<file path="src/rtl/psum_acc_pkg.sv">
// Shared types and constants for the partial-sum accumulator.
package psum_acc_pkg;

    typedef enum logic {
        IDLE  = 1'b0,
        ACCUM = 1'b1
    } psum_acc_state_t;

    localparam int PSUM_W_DEF = 32;
    localparam int ACC_W_DEF  = 40;

    // Signed saturation limits at the default accumulator width.
    localparam logic signed [ACC_W_DEF-1:0] ACC_SAT_MAX = {1'b0, {(ACC_W_DEF-1){1'b1}}};
    localparam logic signed [ACC_W_DEF-1:0] ACC_SAT_MIN = {1'b1, {(ACC_W_DEF-1){1'b0}}};

endpackage

</file>
<file path="src/rtl/psum_acc_lane.sv">
// One accumulator lane: sign-extend the psum, shift it into place, then load or add.
// With PSUM_ACC_SAT_EN defined the shifted term and the add both saturate and
// sat_hit reports that this beat clipped.
module psum_acc_lane
    import psum_acc_pkg::*;
#(
    parameter int PSUM_W  = PSUM_W_DEF,
    parameter int ACC_W   = ACC_W_DEF,
    parameter int SHIFT_W = 4
) (
    input  logic signed [PSUM_W-1:0] psum_in,
    input  logic        [SHIFT_W-1:0] shift_in,
    input  logic                      load_in,
    input  logic signed [ACC_W-1:0]   acc_in,
`ifdef PSUM_ACC_SAT_EN
    output logic                      sat_hit,
`endif
    output logic signed [ACC_W-1:0]   acc_next
);

`ifdef PSUM_ACC_SAT_EN
    // Wide enough to hold any psum shifted by the largest shift code without loss.
    localparam int WIDE_W = ACC_W + (1 << SHIFT_W) + 1;

    localparam logic signed [ACC_W-1:0]  LIM_MAX  = {1'b0, {(ACC_W-1){1'b1}}};
    localparam logic signed [ACC_W-1:0]  LIM_MIN  = {1'b1, {(ACC_W-1){1'b0}}};
    localparam logic signed [WIDE_W-1:0] WIDE_MAX = WIDE_W'(LIM_MAX);
    localparam logic signed [WIDE_W-1:0] WIDE_MIN = WIDE_W'(LIM_MIN);

    function automatic logic signed [ACC_W-1:0] sat_term(input logic signed [WIDE_W-1:0] v);
        if (v > WIDE_MAX)      return LIM_MAX;
        else if (v < WIDE_MIN) return LIM_MIN;
        else                   return v[ACC_W-1:0];
    endfunction

    function automatic logic signed [ACC_W-1:0] sat_add(input logic signed [ACC_W:0] s);
        if (s[ACC_W] == s[ACC_W-1]) return s[ACC_W-1:0];
        else if (s[ACC_W])          return LIM_MIN;
        else                        return LIM_MAX;
    endfunction

    logic signed [WIDE_W-1:0] wide_term;
    logic signed [ACC_W-1:0]  term;
    logic signed [ACC_W:0]    sum;
    logic                     term_ov;
    logic                     sum_ov;

    // Saturating shift and add.
    always_comb begin
        wide_term = '0;
        if (32'(shift_in) < ACC_W)
            wide_term = WIDE_W'(psum_in) <<< shift_in;
        term     = sat_term(wide_term);
        term_ov  = (wide_term > WIDE_MAX) || (wide_term < WIDE_MIN);
        sum      = {acc_in[ACC_W-1], acc_in} + {term[ACC_W-1], term};
        sum_ov   = (sum[ACC_W] != sum[ACC_W-1]);
        acc_next = load_in ? term : sat_add(sum);
        sat_hit  = term_ov || (!load_in && sum_ov);
    end
`else
    logic signed [ACC_W-1:0] ext;
    logic signed [ACC_W-1:0] term;

    // Wrapping shift and add; the term is truncated to ACC_W after the shift.
    always_comb begin
        ext  = {{(ACC_W-PSUM_W){psum_in[PSUM_W-1]}}, psum_in};
        term = '0;
        if (32'(shift_in) < ACC_W)
            term = ext <<< shift_in;
        acc_next = load_in ? term : acc_in + term;
    end
`endif

endmodule

</file>
<file path="src/rtl/psum_accumulator.sv">
// Multi-pass per-column partial-sum accumulator with a one-entry result register.
// Optional build macro: PSUM_ACC_SAT_EN (saturating arithmetic plus per-lane sat_flag).
module psum_accumulator
    import psum_acc_pkg::*;
#(
    parameter int ARRAY_SIZE = 8,
    parameter int PSUM_W     = PSUM_W_DEF,
    parameter int ACC_W      = ACC_W_DEF,
    parameter int SHIFT_W    = 4
) (
    input  logic                         clk,
    input  logic                         rst_n,
    input  logic                         psum_valid,
    input  logic [ARRAY_SIZE*PSUM_W-1:0] psums,
    input  logic [SHIFT_W-1:0]           psum_shift,
    input  logic                         psum_last,
    output logic                         out_valid,
    input  logic                         out_ready,
    output logic [ARRAY_SIZE*ACC_W-1:0]  out_data,
`ifdef PSUM_ACC_SAT_EN
    output logic [ARRAY_SIZE-1:0]        sat_flag,
`endif
    output logic                         busy,
    output logic                         overrun,
    input  logic                         clr_overrun
);

    psum_acc_state_t               state_q, state_d;
    logic [ARRAY_SIZE*ACC_W-1:0]   acc_q, acc_d, acc_nx;
    logic [ARRAY_SIZE*ACC_W-1:0]   out_data_q, out_data_d;
    logic                          out_valid_q, out_valid_d;
    logic                          overrun_q, overrun_d;
    logic                          load;
`ifdef PSUM_ACC_SAT_EN
    logic [ARRAY_SIZE-1:0]         sat_hit;
    logic [ARRAY_SIZE-1:0]         tile_sat_q, tile_sat_d, tile_sat_nx;
    logic [ARRAY_SIZE-1:0]         sat_flag_q, sat_flag_d;
`endif

    // The first beat of a tile loads; the accumulator is zero in IDLE anyway.
    assign load = (state_q == IDLE);

    for (genvar i = 0; i < ARRAY_SIZE; i++) begin : g_lane
        psum_acc_lane #(
            .PSUM_W  (PSUM_W),
            .ACC_W   (ACC_W),
            .SHIFT_W (SHIFT_W)
        ) u_lane (
            .psum_in  (psums[i*PSUM_W +: PSUM_W]),
            .shift_in (psum_shift),
            .load_in  (load),
            .acc_in   (acc_q[i*ACC_W +: ACC_W]),
`ifdef PSUM_ACC_SAT_EN
            .sat_hit  (sat_hit[i]),
`endif
            .acc_next (acc_nx[i*ACC_W +: ACC_W])
        );
    end

    // Next-state: accumulate, retire finished tiles into the result register, track overrun.
    always_comb begin
        state_d     = state_q;
        acc_d       = acc_q;
        out_data_d  = out_data_q;
        out_valid_d = out_valid_q;
        overrun_d   = overrun_q;
`ifdef PSUM_ACC_SAT_EN
        tile_sat_nx = (load ? '0 : tile_sat_q) | sat_hit;
        tile_sat_d  = tile_sat_q;
        sat_flag_d  = sat_flag_q;
`endif
        if (out_valid_q && out_ready)
            out_valid_d = 1'b0;
        if (clr_overrun)
            overrun_d = 1'b0;
        if (psum_valid) begin
            acc_d   = acc_nx;
            state_d = ACCUM;
`ifdef PSUM_ACC_SAT_EN
            tile_sat_d = tile_sat_nx;
`endif
            if (psum_last) begin
                state_d = IDLE;
                acc_d   = '0;
`ifdef PSUM_ACC_SAT_EN
                tile_sat_d = '0;
`endif
                // Load when the slot is empty or being drained this same cycle.
                if (!out_valid_q || out_ready) begin
                    out_data_d  = acc_nx;
                    out_valid_d = 1'b1;
`ifdef PSUM_ACC_SAT_EN
                    sat_flag_d  = tile_sat_nx;
`endif
                end else begin
                    overrun_d = 1'b1;
                end
            end
        end
    end

    // State and datapath registers.
    always_ff @(posedge clk or negedge rst_n) begin
        if (!rst_n) begin
            state_q     <= IDLE;
            acc_q       <= '0;
            out_data_q  <= '0;
            out_valid_q <= 1'b0;
            overrun_q   <= 1'b0;
`ifdef PSUM_ACC_SAT_EN
            tile_sat_q  <= '0;
            sat_flag_q  <= '0;
`endif
        end else begin
            state_q     <= state_d;
            acc_q       <= acc_d;
            out_data_q  <= out_data_d;
            out_valid_q <= out_valid_d;
            overrun_q   <= overrun_d;
`ifdef PSUM_ACC_SAT_EN
            tile_sat_q  <= tile_sat_d;
            sat_flag_q  <= sat_flag_d;
`endif
        end
    end

    assign out_valid = out_valid_q;
    assign out_data  = out_data_q;
    assign overrun   = overrun_q;
    assign busy      = (state_q == ACCUM);
`ifdef PSUM_ACC_SAT_EN
    assign sat_flag  = sat_flag_q;
`endif

endmodule
</file>
<file path="config.mk">
export PLATFORM = sky130hd
export DESIGN_NAME = psum_accumulator
export DESIGN_NICKNAME = d
export VERILOG_FILES = /design/src/rtl/psum_acc_pkg.sv /design/src/rtl/psum_acc_lane.sv /design/src/rtl/psum_accumulator.sv
export SDC_FILE = /design/constraint.sdc
export NUM_CORES = 2
export LEC_CHECK = 0
export ABC_AREA = 1
export BUFFER_PORTS_ARGS = -buffer_cell sky130_fd_sc_hd__buf_2
export CAP_MARGIN = 20
export CORE_ASPECT_RATIO = 2
export CORE_MARGIN = 5
export CORE_UTILIZATION = 45
export CTS_CLUSTER_DIAMETER = 120
export CTS_CLUSTER_SIZE = 20
export DETAILED_ROUTE_END_ITERATION = 8
export PLACE_DENSITY = 0.7
export SLEW_MARGIN = 20
export SYNTH_ARGS = -nofsm -noshare
export SYNTH_HDL_FRONTEND = slang
export SYNTH_SLANG_ARGS = --single-unit
</file>
<file path="constraint.sdc">
create_clock -name clk -period 2.8 [get_ports clk]
set_clock_uncertainty 0.05 [all_clocks]
set_input_delay 0.14 -clock clk [delete_from_list [all_inputs] [get_ports clk]]
set_output_delay 0.14 -clock clk [all_outputs]
set_load 0.02 [all_outputs]
</file>
==> out/metrics.cfg <==
[route]
drt_iter0_drc = 5728
wl_per_cell_um = 22.2
wl_mm = 301
drc_errors = 0
via_per_inst = 5.65
ant_nets = 0
vias = 76800
drt_first_pass_iters = 6

[critical_path]
path_buf_inv = 6
arrival_ns = 3.50
path_delay_family = simple AND/OR/NAND/NOR gates
crit_path_start_kind = input port
crit_chain = clkbuf_16, clkinv_16, buf_16, nand2_1, nand2_2, o21ai_1, o21ai_2, nand2_1, o21ai_2, buf_4, ha_4, nand2_1, buf_4, nor2_1, nand2_1, o21ai_2, nand3_1, nand2_1, xnor2_1, o21ai_1, buf_4, nand2_1, nand2_1
worstPathRequired_ns = 3.27
slowest_delay_ns = 0.28
crit_slowest_cell = ha_4
cp_common_cell = nand2_1
r2r_start = acc_q[120]
cp.depth = 23
ff2ff_path_depth = 18
path_max_fanout = 20
crit_start = psum_shift[0]
crit_type = input port to register
end_kind = register

[synthesis]
yosysSeqAreaShare = 0.272
yosys_most_used_dff = dfrtp_1
syn_avg_cell_area_sq_um = 6.20
synth_nets = 10100
postSynthCellCount = 9558
syn_area_sq_um = 59200
ys_types = 58
yosysWarningCount = 0
synth_edf_count = 0
ys_async_sr_fraction = 1.00
postSynthRegisterBits = 643

[placed_design]
io_buffers = 588
dp_cells = 13400
hpwl_mm = 237
gp_congestion = 1.05
place_ws_ns = -1.34

[status]
violations = negative setup slack
outcome = finished, violations left

[sta]
slew_headroom = 0.292
max_clock_freq_mhz = 330
whs_ns = 0.0870
final_max_slew_viol_count = 0
setup_viol = 255
fin_crit_ns = 3.03
setup_slack_ns = -0.228
worstMarginPinSlew_ns = 1.05
hold_viol = 0
period_share = 1.08
rsz0062_at_grt = yes

[clock_tree]
cts_sinks = 643
cts_buffers = 38
clk_path_buf_depth = 3
clkLatencyLatePin_ns = 0.66
clock-root-buffer = clkbuf_16
cts_tree = done
htreeDepth = 2
path_clk_slew_ns = 0.10

[layout]
final_common_cell = nand2_1
drive_gt1_frac = 0.332
mostFrequentLayoutCells = nand2_1, buf_4, nand3_1
final_nets = 12400
area_growth_pct = 46.2
fin_cells = 13600

[floorplan]
die_w_um = 267
core_sq_um = 131000
fp.dieH_um = 523
ios = 589
rows = 188
dieArea_sq_um = 139000
start_util = 0.452

[grt]
grt_pass1_wl_mm = 439
overflow = 0
antenna_found_initial = 68
grt_usage = 0.408
grt_max_degree = 134
first_global_vias = 76000

[worst_hold_path]
worstHoldStart = psums[63]
hold_path_depth = 6
hp-class = input port to register

[flow_run]
drv_cap = 0

[power_and_ir_drop]
seqPwrFrac = 0.267
power_mw = 46.9
power_frac_clock = 0.136
p_comb_frac = 0.598
peakVddDrop_mv = 0.591
swShare = 0.454
leakagePower_nw = 45.2
power_density_nw_per_um2 = 542
p_int_mw = 25.6
power_switching_mw = 21.3

-- cell type report --
class                      instances  area, sq um
tap                             1710         2140
antenna                           55          138
inverter                         826         3170
timing repair inverter             1         8.76
timing repair buffer            2667        20100
clock buffer                      40          980
clock inverter                     4         55.1
sequential                       643        16100
multi-input combinational       7641        43800
fill                           12000        44500
-- what timing repair did --
item                                   4_1_cts  5_1_grt
gates cloned                                11        4
setup buffers                               35       51
setup endpoints to repair                  450      509
endpoints found under the hold margin      485        0
hold buffers                                 5        0
pin swaps                                  102      215
resized for setup                          549      751
-- power by group through the flow --
stage | Clock, mW | Sequential [mW] | Combinational, mW
after global routing | 6.66 | 12.7 | 30.1
final | 6.36 | 12.5 | 28.1
after floorplan | 0 | 13.5 | 11.7
after detailed placement | 0 | 12.6 | 25.3
after global placement | 0 | 12.5 | 25.0
after CTS | 6.44 | 12.4 | 26.4
-- worst register-to-register path, stage by stage (launching register included) --
cell,delay [ns]
dfrtp_1,0.38
ha_2,0.19
inv_1,0.05
fa_2,0.36
o31ai_4,0.22
inv_1,0.06
nor2_1,0.08
nor2_1,0.05
buf_4,0.15
o21ai_4,0.17
nand3_2,0.09
nand2_2,0.12
nand2_1,0.07
nand2_2,0.11
buf_4,0.12
xnor2_1,0.13
nand2_1,0.12
nand3_2,0.14
nand2_1,0.08
-- Yosys cell counts, types with 26 or more instances --
library cell / number / share of area
nand2_1: 3296 / 0.21
nand3_1: 1212 / 0.10
o21ai_0: 869 / 0.073
inv_1: 816 / 0.052
dfrtp_1: 643 / 0.27
nor2_1: 564 / 0.036
a21oi_1: 351 / 0.030
ha_1: 304 / 0.064
clkbuf_1: 254 / 0.016
o21a_1: 163 / 0.021
a31oi_1: 125 / 0.013
buf_2: 107 / 0.0090
xnor2_1: 91 / 0.013
o21ai_1: 90 / 0.0076
nor3_1: 75 / 0.0063
buf_1: 71 / 0.0045
xor2_1: 56 / 0.0083
nand2_2: 50 / 0.0053
nand4_1: 44 / 0.0046
a21o_1: 37 / 0.0047
o22ai_1: 33 / 0.0035
nand3_2: 31 / 0.0052
o21bai_1: 26 / 0.0033
-- layer usage --
| layer | share of wire | up-vias | GRT usage | routed length, um |
|---|---|---|---|---|
| li1 | - | 36200 | - | - |
| met4 | 0.11 | 36 | 0.327 | 31900 |
| met2 | 0.48 | 3313 | 0.711 | 145000 |
| met3 | 0.079 | 1221 | 0.0803 | 23700 |
| met5 | 0.00083 | - | 0 | 251 |
| met1 | 0.33 | 36000 | 0.423 | 101000 |
-- metrics by stage --
step / TNS [ns] / util / area [sq um]
after floorplan: -34.15 / - / 60800
after global placement: -425.55 / 0.607 / 79600
after detailed placement: -448.61 / 0.607 / 79600
after CTS: -4.09 / 0.635 / 83100
after global routing: -85.52 / 0.660 / 86400
final: -16.04 / 0.661 / 86600
-- registers in the layout (all words and copies together) (netlist names) --
signal / count
overrun: 1
busy: 1
out_data: 320
out_valid: 1
acc_q: 320
-- final timing paths --
kind / end / slack, ns
worst max-delay path: out_data[23] / -0.23
worst min-delay path: out_data[79] / 0.09
worst max register to register: out_data[138] / -0.08
worst min register to register: out_data[226] / 0.43
max in group asynchronous: acc_q[7] / 1.87
min in group asynchronous: out_data[227] / 0.16
-- cells by family (layout without fill, tap and decap cells) --
logic type,Yosys count,after routing,share of synthesized area
buf+inv,1274,3538,0.0842
other cells,0,55,0
mux,16,16,0.00270
flops,643,643,0.272
xor+xnor,147,147,0.0217
fa+ha+maj,312,312,0.0669
simple gates,5364,5364,0.381
compound gates,1802,1802,0.171
Note: power is estimated with default switching activity, not from simulation.
